## src/rtl/enc_pkg.sv

```systemverilog
// Shared types and RV32I/F base opcodes for the instruction encoder / program loader.
package enc_pkg;

    typedef enum logic [1:0] {IDLE, LOAD, DRAIN, DONE} state_e;
    typedef enum logic [2:0] {R, I, S, B, U, J, ILL} itype_e;

    localparam logic [6:0] OP_LUI    = 7'b0110111;
    localparam logic [6:0] OP_AUIPC  = 7'b0010111;
    localparam logic [6:0] OP_JAL    = 7'b1101111;
    localparam logic [6:0] OP_JALR   = 7'b1100111;
    localparam logic [6:0] OP_BRANCH = 7'b1100011;
    localparam logic [6:0] OP_LOAD   = 7'b0000011;
    localparam logic [6:0] OP_STORE  = 7'b0100011;
    localparam logic [6:0] OP_IMM    = 7'b0010011;
    localparam logic [6:0] OP_OP     = 7'b0110011;
    localparam logic [6:0] OP_FLW    = 7'b0000111;
    localparam logic [6:0] OP_FSW    = 7'b0100111;
    localparam logic [6:0] OP_FP     = 7'b1010011;

    function automatic itype_e op_type(input logic [6:0] op);
        itype_e t;
        case (op)
            OP_OP, OP_FP:                      t = R;
            OP_IMM, OP_LOAD, OP_FLW, OP_JALR:  t = I;
            OP_STORE, OP_FSW:                  t = S;
            OP_BRANCH:                         t = B;
            OP_LUI, OP_AUIPC:                  t = U;
            OP_JAL:                            t = J;
            default:                           t = ILL;
        endcase
        return t;
    endfunction

endpackage

```

## src/rtl/instr_pack.sv

```systemverilog
// Combinational field packer: structured fields -> 32-bit RV32I/F word plus legality.
module instr_pack
    import enc_pkg::*;
(
    input  logic [6:0]  opcode,
    input  logic [2:0]  funct3,
    input  logic [6:0]  funct7,
    input  logic [5:0]  rd_addr,
    input  logic [5:0]  rs1_addr,
    input  logic [5:0]  rs2_addr,
    input  logic [31:0] imm,
    output logic [31:0] word,
    output logic        legal
);

    itype_e t;
    logic   use_rd, use_rs1, use_rs2;
    logic   fp_rd, fp_rs1, fp_rs2;
    logic   imm_ok, tags_ok;

    assign t = op_type(opcode);

    always_comb begin
        word    = '0;
        use_rd  = 1'b0;
        use_rs1 = 1'b0;
        use_rs2 = 1'b0;
        fp_rd   = 1'b0;
        fp_rs1  = 1'b0;
        fp_rs2  = 1'b0;
        imm_ok  = 1'b0;
        case (t)
            R: begin
                word    = {funct7, rs2_addr[4:0], rs1_addr[4:0], funct3, rd_addr[4:0], opcode};
                use_rd  = 1'b1;
                use_rs1 = 1'b1;
                use_rs2 = 1'b1;
                fp_rd   = (opcode == OP_FP);
                fp_rs1  = (opcode == OP_FP);
                fp_rs2  = (opcode == OP_FP);
                imm_ok  = 1'b1;
            end
            I: begin
                word    = {imm[11:0], rs1_addr[4:0], funct3, rd_addr[4:0], opcode};
                use_rd  = 1'b1;
                use_rs1 = 1'b1;
                fp_rd   = (opcode == OP_FLW);
                // Shift immediates carry funct7 in imm[11:5]; only SLLI/SRLI/SRAI forms exist.
                if (opcode == OP_IMM && funct3[1:0] == 2'b01)
                    imm_ok = (imm[11:5] == 7'h00 || imm[11:5] == 7'h20) && (imm[31:12] == '0);
                else
                    imm_ok = (&imm[31:11]) || !(|imm[31:11]);
            end
            S: begin
                word    = {imm[11:5], rs2_addr[4:0], rs1_addr[4:0], funct3, imm[4:0], opcode};
                use_rs1 = 1'b1;
                use_rs2 = 1'b1;
                fp_rs2  = (opcode == OP_FSW);
                imm_ok  = (&imm[31:11]) || !(|imm[31:11]);
            end
            B: begin
                word    = {imm[12], imm[10:5], rs2_addr[4:0], rs1_addr[4:0], funct3,
                           imm[4:1], imm[11], opcode};
                use_rs1 = 1'b1;
                use_rs2 = 1'b1;
                imm_ok  = ((&imm[31:12]) || !(|imm[31:12])) && !imm[0];
            end
            U: begin
                word    = {imm[31:12], rd_addr[4:0], opcode};
                use_rd  = 1'b1;
                imm_ok  = (imm[11:0] == '0);
            end
            J: begin
                word    = {imm[20], imm[10:1], imm[11], imm[19:12], rd_addr[4:0], opcode};
                use_rd  = 1'b1;
                imm_ok  = ((&imm[31:20]) || !(|imm[31:20])) && !imm[0];
            end
            default: begin
                word    = '0;
            end
        endcase
    end

    assign tags_ok = (!use_rd  || (rd_addr[5]  == fp_rd))  &&
                     (!use_rs1 || (rs1_addr[5] == fp_rs1)) &&
                     (!use_rs2 || (rs2_addr[5] == fp_rs2));

    assign legal = (t != ILL) && imm_ok && tags_ok;

endmodule

```

## src/rtl/instr_encoder.sv

```systemverilog
// Program loader: packs field beats into instruction words and streams them to IM.
module instr_encoder
    import enc_pkg::*;
#(
    parameter int unsigned ADDR_W = 14,
    parameter int unsigned CNT_W  = 8
) (
    input  logic              clk,
    input  logic              rst,
    input  logic              start,
    input  logic [ADDR_W-1:0] base_addr,
    input  logic              in_valid,
    output logic              in_ready,
    input  logic              in_last,
    input  logic [6:0]        opcode,
    input  logic [2:0]        funct3,
    input  logic [6:0]        funct7,
    input  logic [5:0]        rd_addr,
    input  logic [5:0]        rs1_addr,
    input  logic [5:0]        rs2_addr,
    input  logic [31:0]       imm,
    output logic              im_we,
    input  logic              im_gnt,
    output logic [ADDR_W-1:0] im_addr,
    output logic [31:0]       im_wdata,
    output logic              busy,
    output logic              done,
    output logic              err,
    output logic [CNT_W-1:0]  err_cnt
);

    state_e            state_q, state_d;
    logic [ADDR_W-1:0] base_q, base_d;
    logic [ADDR_W-1:0] idx_q, idx_d;
    logic              stage_v_q, stage_v_d;
    logic [31:0]       word_q, word_d;
    logic              err_q, err_d;
    logic [CNT_W-1:0]  cnt_q, cnt_d;

    logic [31:0] pack_word;
    logic        pack_legal;
    logic        accept;

    instr_pack u_pack (
        .opcode   (opcode),
        .funct3   (funct3),
        .funct7   (funct7),
        .rd_addr  (rd_addr),
        .rs1_addr (rs1_addr),
        .rs2_addr (rs2_addr),
        .imm      (imm),
        .word     (pack_word),
        .legal    (pack_legal)
    );

    assign in_ready = (state_q == LOAD) && (!stage_v_q || im_gnt);
    assign accept   = in_valid && in_ready;

    always_comb begin
        state_d   = state_q;
        base_d    = base_q;
        idx_d     = idx_q;
        stage_v_d = stage_v_q;
        word_d    = word_q;
        err_d     = err_q;
        cnt_d     = cnt_q;

        // Grant retires the staged word first so a new beat can refill it this cycle.
        if (stage_v_q && im_gnt) begin
            stage_v_d = 1'b0;
            idx_d     = idx_q + 1'b1;
        end

        if (accept) begin
            if (pack_legal) begin
                stage_v_d = 1'b1;
                word_d    = pack_word;
            end else begin
                err_d = 1'b1;
                if (cnt_q != '1)
                    cnt_d = cnt_q + 1'b1;
            end
        end

        case (state_q)
            IDLE: begin
                if (start) begin
                    state_d = LOAD;
                    base_d  = base_addr;
                    idx_d   = '0;
                    err_d   = 1'b0;
                    cnt_d   = '0;
                end
            end
            LOAD:    if (accept && in_last) state_d = DRAIN;
            DRAIN:   if (!stage_v_q) state_d = DONE;
            DONE:    state_d = IDLE;
            default: state_d = IDLE;
        endcase
    end

    always_ff @(posedge clk or negedge rst) begin
        if (!rst) begin
            state_q   <= IDLE;
            base_q    <= '0;
            idx_q     <= '0;
            stage_v_q <= 1'b0;
            word_q    <= '0;
            err_q     <= 1'b0;
            cnt_q     <= '0;
        end else begin
            state_q   <= state_d;
            base_q    <= base_d;
            idx_q     <= idx_d;
            stage_v_q <= stage_v_d;
            word_q    <= word_d;
            err_q     <= err_d;
            cnt_q     <= cnt_d;
        end
    end

    assign im_we    = stage_v_q;
    assign im_addr  = base_q + idx_q;
    assign im_wdata = word_q;
    assign busy     = (state_q != IDLE);
    assign done     = (state_q == DONE);
    assign err      = err_q;
    assign err_cnt  = cnt_q;

endmodule

```

## config.mk

```make
export PLATFORM = sky130hd
export DESIGN_NAME = instr_encoder
export DESIGN_NICKNAME = d
export VERILOG_FILES = /design/src/rtl/enc_pkg.sv /design/src/rtl/instr_pack.sv /design/src/rtl/instr_encoder.sv
export SDC_FILE = /design/constraint.sdc
export NUM_CORES = 1
export LEC_CHECK = 0
export CAP_MARGIN = 20
export CORE_MARGIN = 2
export CORE_UTILIZATION = 44
export CTS_BUF_LIST = sky130_fd_sc_hd__clkbuf_2 sky130_fd_sc_hd__clkbuf_4 sky130_fd_sc_hd__clkbuf_8
export DETAILED_ROUTE_END_ITERATION = 10
export PLACE_DENSITY = 0.79
export SETUP_SLACK_MARGIN = 0.5
export SYNTH_ARGS = -nofsm -noshare
export SYNTH_HDL_FRONTEND = slang
export SYNTH_SLANG_ARGS = --single-unit
```

## constraint.sdc

```tcl
create_clock -name clk -period 2.5 [get_ports clk]
set_input_delay 0.25 -clock clk [delete_from_list [all_inputs] [get_ports clk]]
set_output_delay 0.25 -clock clk [all_outputs]
set_load 0.1 [all_outputs]
```

Word-level counts from Yosys, hierarchy flattened
Cells that the tools add are included.
Widths: inputs -> output; s select.
- reduce and logical (&&, ||, !) cells: 50
- add/subtract/negate cells: 3
- mux-type cells: 29
- equal/unequal tests: 30
- operators by type and width (kind ; count):
    $pmux 32 s6 ; 1
    $mux 14 ; 3
    $mux 8 ; 5
    $eq 7x6->1 const B ; 5
    $eq 7x7->1 const B ; 4
    $reduce_and 21->1 ; 1
    $reduce_or 21->1 ; 1
    $logic_not 20->1 ; 1
    $reduce_and 20->1 ; 1
    $reduce_or 20->1 ; 1
    $pmux 3 s6 ; 1
    $add 14x1->14 const B ; 1
    $add 14x14->14 ; 1
    $eq 7x5->1 const B ; 2
    $logic_and 1x1->1 ; 12
    $logic_not 12->1 ; 1
    $mux 1 ; 12
    $reduce_and 12->1 ; 1
    $reduce_or 12->1 ; 1
    $reduce_or 4->1 ; 3
    $add 8x1->8 const B ; 1
    $logic_not 1->1 ; 8
    $logic_or 1x1->1 ; 8
    $ne 8x8->1 const B ; 1
    other kinds (23) ; 36
- output and inout port bits: 59
- register bits: 72
- logic and storage cells: 119
- bits of input ports: 87

Depth between registers and ports, before layout
- depth after elaboration: 15
- depth in mapped cells: 17
- gate-level depth less buffers: 12

Cells and area by module
From an unflattened synthesis, not the netlist that was laid out.
- cell total of the unflattened synthesis: 516
- area total of the unflattened synthesis: 5013.6 um2
- modules (own cells, without submodules) (module ; area an instance (um2) ; sequential area each (um2) ; instances ; cells each):
    instr_encoder ; 3682.3 ; 1801.7 ; 1 ; 329
    instr_pack ; 1331.3 ; 0.0 ; 1 ; 187

Worst setup path after synthesis
Ideal clock, no wire load.
- kind: reg2out
- start point: register idx_q[0]
- end point: output im_addr[12]
- stages on the path, launching flop included: 12
- arrival: 3389 ps
- path slack: -1139 ps
- path through: dfrtp_1 > ha_1 > inv_1 > fa_1 > nor2b_1 > o21a_1 > o21ai_0 > nand2b_1 > a31o_2 > a41o_1 > o211ai_1 > xnor2_1
- cells in the longest elaborated chain, start to end: 1
- ends and longest elaborated chain (what ; RTL line ; source):
    start, declared ; instr_encoder.sv:34 ; logic [ADDR_W-1:0] idx_q, idx_d;
    start signal, assigned ; instr_encoder.sv:114 ; idx_q <= idx_d;
    $add 14x14->14 ; instr_encoder.sv:123 ; assign im_addr = base_q + idx_q;
    end, declared ; instr_encoder.sv:24 ; output logic [ADDR_W-1:0] im_addr,
Every way passes these cells.

Worst setup path in the final report
- start point: register base_q[1]
- end point: output im_addr[13]
- cells in the longest elaborated chain, start to end: 1
- ends and longest elaborated chain (what ; RTL line ; source):
    start, declared ; instr_encoder.sv:33 ; logic [ADDR_W-1:0] base_q, base_d;
    start signal, assigned ; instr_encoder.sv:113 ; base_q <= base_d;
    $add 14x14->14 ; instr_encoder.sv:123 ;
Every way passes these cells.

==> impl.org <==
** Setup path
- Kind of start point of the critical path :: flop
- Among all stages on the critical path, the largest delay is contributed by sky130_fd_sc_hd__or4_4.
- The worst register-to-register path begins at state_q[1]$_DFFE_PN0P_.
- The number of cells on the worst reg-to-reg path is 9.
- Slack of the worst reg-to-reg path :: 140 ps
- The critical path in this run is classified as reg -> out.
- For the worst setup path, the data required time is 2250 ps.
- For this run, the slowest stage of the critical path takes 430 ps.
- The most numerous cell type found on the critical path is sky130_fd_sc_hd__o21ai_2.
- Cell type group with the largest total delay on the critical path :: compound AO/OA/AOI/OAI gates
- The worst register-to-register path ends at err_cnt[5]$_DFF_PN0_.
- Traced cell by cell, the critical path runs through ha_1, a21o_1, a21oi_2, o21ai_2, nand2_2, o21ai_2, or4_4, a2111o_1, o211a_4, buf_12.
- STA classifies the critical path endpoint as a primary output.
- Data on the critical path arrives at its endpoint at 2770 ps.
- The number of buffers and inverters on the critical path is 1.
- In this run the worst path has a maximum fanout of 2.

** Floorplan
- From left edge to right edge, the die measures 108 um.
- Die height :: 108 um
- 146 I/O pins were placed.
- The floorplan has 38 rows.
- The die covers 0.0118 mm^2.
- For this configuration, the core starts out at a cell density of 44.6%.
- In this run the standard cell core region covers 0.0107 mm^2.

** Timing
- Minimum clock period :: 3020 ps
- Once routing completed, OpenROAD measured the worst setup slack at -520 ps.
- The number of endpoints with negative hold slack in the final report is 0.
- Worst-case headroom to the max-slew limit :: 53.3%
- At the pin with the least slew margin, the transition time is 699 ps.
- Setup repair after global routing missed its margin :: yes
- Summed negative setup slack over all endpoints :: -4010 ps
- Final Slew Violations :: 0
- Dividing the final minimum period by the clock period gives 121%.
- Based on the critical path, the design can be clocked at up to 331 MHz.
- Count of endpoints failing setup in the final report :: 33
- Max Clock Skew :: 9.68 ps

** Power and ir drop
- Dividing total power by cell area gives a power density of 689 mW/mm^2.
- In this run the static leakage power is 3.91 nW.
- Maximum VDD drop :: 0.000702 V

** Placement
- Placer Congestion :: 0.933
- Detailed placer's ending HPWL :: 12400 um
- During placement, the flow inserted port buffers numbering 145.
- Before CTS, the worst setup slack after placement is -954 ps.
- Summing all placed instances gives a cell area of 0.00736 mm^2.
- Post-Place Cells :: 895

** Yosys
- Number of synthesized register bits :: 72
- Sequential share of the synthesized area :: 37.6%
- Number of enable flip-flop cells after synthesis :: 0
- Number of unique standard cell types used by synthesis :: 78
- Summing every instance area after synthesis gives 0.00480 mm^2.
- Primary flip-flop cell chosen by synthesis mapping :: sky130_fd_sc_hd__dfrtp_1
- Mapped Cells :: 539
- After synthesis, the share of flip-flops with an asynchronous set or reset is 100%.
- Counting every net in the synthesized netlist gives 648.
- The top cell type by area accounts for 37.6% of the synthesized area.
- Mean area per synthesized cell :: 8.90 um^2
- By area the synthesized netlist is led by sky130_fd_sc_hd__dfrtp_1 (38%), sky130_fd_sc_hd__nand2_1 (8.5%), sky130_fd_sc_hd__ha_1 (5.5%), sky130_fd_sc_hd__o31ai_1 (4.4%), sky130_fd_sc_hd__mux2i_1 (2.9%).
- Number of warnings printed during yosys synthesis :: 0
- Cell type contributing the most total cell area after synthesis :: sky130_fd_sc_hd__dfrtp_1

** Detailed routing
- Count of antenna-violating nets left after detailed routing :: 0
- In this run, the number of DRC markers left after iteration 0 of detailed routing was 474.
- The pre-antenna-repair detailed-routing pass consisted of 6 iterations.
- Wirelength per Cell :: 19.1 um
- The routed design has 18000 um of wire.
- Vias :: 5438
- In the routed design, unresolved DRC markers number 0.
- Dividing the detail-routed via count by the number of cells gives 5.77.

** Flow run
- Across the run, the number of max-cap violations was 0.

** Cells and area
- The multi-input combinational cells in the finished layout cover a total of 0.00370 mm^2.
- Of the cells placed in the final design, the portion with a size suffix greater than 1 is 42.6%.
- Final #Nets :: 907
- Antenna diode instance count :: 0
- Across the whole layout, storage elements account for 0.00180 mm^2.
- After routing the design area is 0.00859 mm^2.
- The layout has 691 filler cells.
- Leaving out filler cells and counting taps, the final layout contains 943.
- Area Growth Syn to Fin :: 79.2%
- Fraction of the core area covered by cells at the end of the flow :: 80.0%

** Clocking
- Sinks on Clock Net :: 72
- Clock tree from TritonCTS :: built
- Clock slew at the register clock pins of the worst setup and hold paths :: 80 ps
- Clock tree synthesis inserted a total of 9 buffers.
- Root cell of the clock tree :: sky130_fd_sc_hd__clkbuf_8
- The clock reaches the later pin of the worst-skew pair after 360 ps.
- The H-tree generated during clock tree synthesis spans 3 levels.
- CTS Buffer Depth :: 2

** Global routing
- Total GRT Usage :: 30.6%
- Largest net degree at the start of global routing :: 36
- The number of global-route vias before repair is 5619.
- Total gr overflow :: 0
- The number of antenna violations at the first check in global routing came to 0.
- The first global-routing pass estimated 27700 um of wire.

** Hold path
- Min-Delay Path Depth :: 4
- The startpoint identified for the worst hold timing path is opcode[3].
- For hold timing, the worst endpoint is im_wdata[3]$_DFFE_PN0P_.
- Worst hold path class :: in -> reg

** Outcome
- Status :: complete, but fails checks
- The checks that failed: negative setup slack.
## placed cells by master (no fill, tap or decap), types with 7 or more instances in the layout
cell / n
sky130_fd_sc_hd__mux2i_1: 13
sky130_fd_sc_hd__clkbuf_8: 10
sky130_fd_sc_hd__nand2_4: 19
sky130_fd_sc_hd__nand2_2: 10
sky130_fd_sc_hd__nand2_1: 81
sky130_fd_sc_hd__dfrtp_1: 71
sky130_fd_sc_hd__inv_1: 13
sky130_fd_sc_hd__clkdlybuf4s50_1: 78
sky130_fd_sc_hd__o31ai_4: 15
sky130_fd_sc_hd__a21oi_1: 7
sky130_fd_sc_hd__ha_1: 18
sky130_fd_sc_hd__buf_4: 154
sky130_fd_sc_hd__nand4_1: 11
sky130_fd_sc_hd__and3_1: 10
sky130_fd_sc_hd__a222oi_1: 11
sky130_fd_sc_hd__nand3_1: 15
sky130_fd_sc_hd__buf_6: 13
sky130_fd_sc_hd__o31ai_1: 8
sky130_fd_sc_hd__buf_12: 16
sky130_fd_sc_hd__xor2_1: 13
sky130_fd_sc_hd__nor2_1: 28
sky130_fd_sc_hd__xnor2_4: 10
sky130_fd_sc_hd__o21ai_2: 9
## metal layers
metal | GRT usage [%] | part of all wire (%) | vias up
met3 | 6.39 | 5.5 | 62
li1 | - | - | 2495
met5 | 0 | 0 | -
met4 | 12.1 | 3.2 | 0
met1 | 36.0 | 39 | 2640
met2 | 54.2 | 53 | 241
## metrics by stage
step,power (mW),hold slack [ps]
final,5.92,271
after global routing,6.16,278
after CTS,5.85,254
after detailed placement,4.78,231
after global placement,4.70,219
after floorplan,3.67,-45.6
## state kept, by name, summed over array words and instances (netlist names)
register,cells
base_q,14
im_wdata,32
err_cnt,8
idx_q,14
im_we,1
state_q,2
err,1
## layout make-up
cell class                 count  share of cell area, %
multi-input combinational    422                   43.1
timing repair buffer         275                   30.7
sequential                    72                   21.0
tap                          140                   2.04
clock buffer                  11                   1.69
inverter                      18                  0.815
clock inverter                 5                  0.655
## timing repair
action                                  in CTS  in global routing
endpoints found under the hold margin       33                  0
resized for setup                          157                 24
endpoints found under the setup margin      54                 55
gates cloned                                 7                  0
setup buffers                               17                  7
hold buffers                                 1                  0
pin swaps                                   65                 25
## worst max path at each step
stage               cells after the start                       end  slack [ps]             startpoint
finish                                 10               im_addr[13]        -520  base_q[1]$_DFFE_PN0P_
global route                           10               im_addr[13]        -640  base_q[1]$_DFFE_PN0P_
CTS                                    10               im_addr[13]        -530  base_q[1]$_DFFE_PN0P_
detailed placement                     14  im_wdata[12]$_DFFE_PN0P_        -950              opcode[5]
global placement                       12      err_cnt[5]$_DFF_PN0_        -880              opcode[5]
floorplan                              14      err_cnt[5]$_DFF_PN0_        -660              opcode[3]
## power breakdown
part	switching (mW)	total (mW)	internal (mW)
logic	2.20	3.51	1.32
registers	0.137	1.46	1.32
clock network	0.455	0.953	0.498
total	2.79	5.92	3.14
## logic make-up after synthesis
family                   share of synthesized area (%)
flip-flops                                        37.6
multiplexers                                      2.92
XOR/XNOR                                          5.11
buffers and inverters                             4.59
AO/OA/AOI/OAI                                     19.2
AND/OR/NAND/NOR                                   24.5
adder cells (fa/ha/maj)                           6.10
## synth_stat cells, drive strengths merged, types with 14 or more instances
| cell | instances |
|---|---|
| inv | 18 |
| nand2 | 110 |
| dfrtp | 72 |
| ha | 21 |
| xnor2 | 15 |
| clkbuf | 15 |
| nor2 | 33 |
| o21ai | 17 |
| nand3 | 15 |
| mux2i | 14 |
| o31ai | 28 |
| a21oi | 15 |
## worst reg2reg max path, stage by stage, from the launching register on
cell and delay (ps):
sky130_fd_sc_hd__dfrtp_1 410, sky130_fd_sc_hd__inv_1 130, sky130_fd_sc_hd__ha_1 200, sky130_fd_sc_hd__and3_1 240, sky130_fd_sc_hd__o221ai_1 200, sky130_fd_sc_hd__a2111oi_4 330
sky130_fd_sc_hd__nor2_4 100, sky130_fd_sc_hd__buf_4 150, sky130_fd_sc_hd__o31ai_1 350, sky130_fd_sc_hd__a21oi_2 110
(Power assumes the default switching activity.)
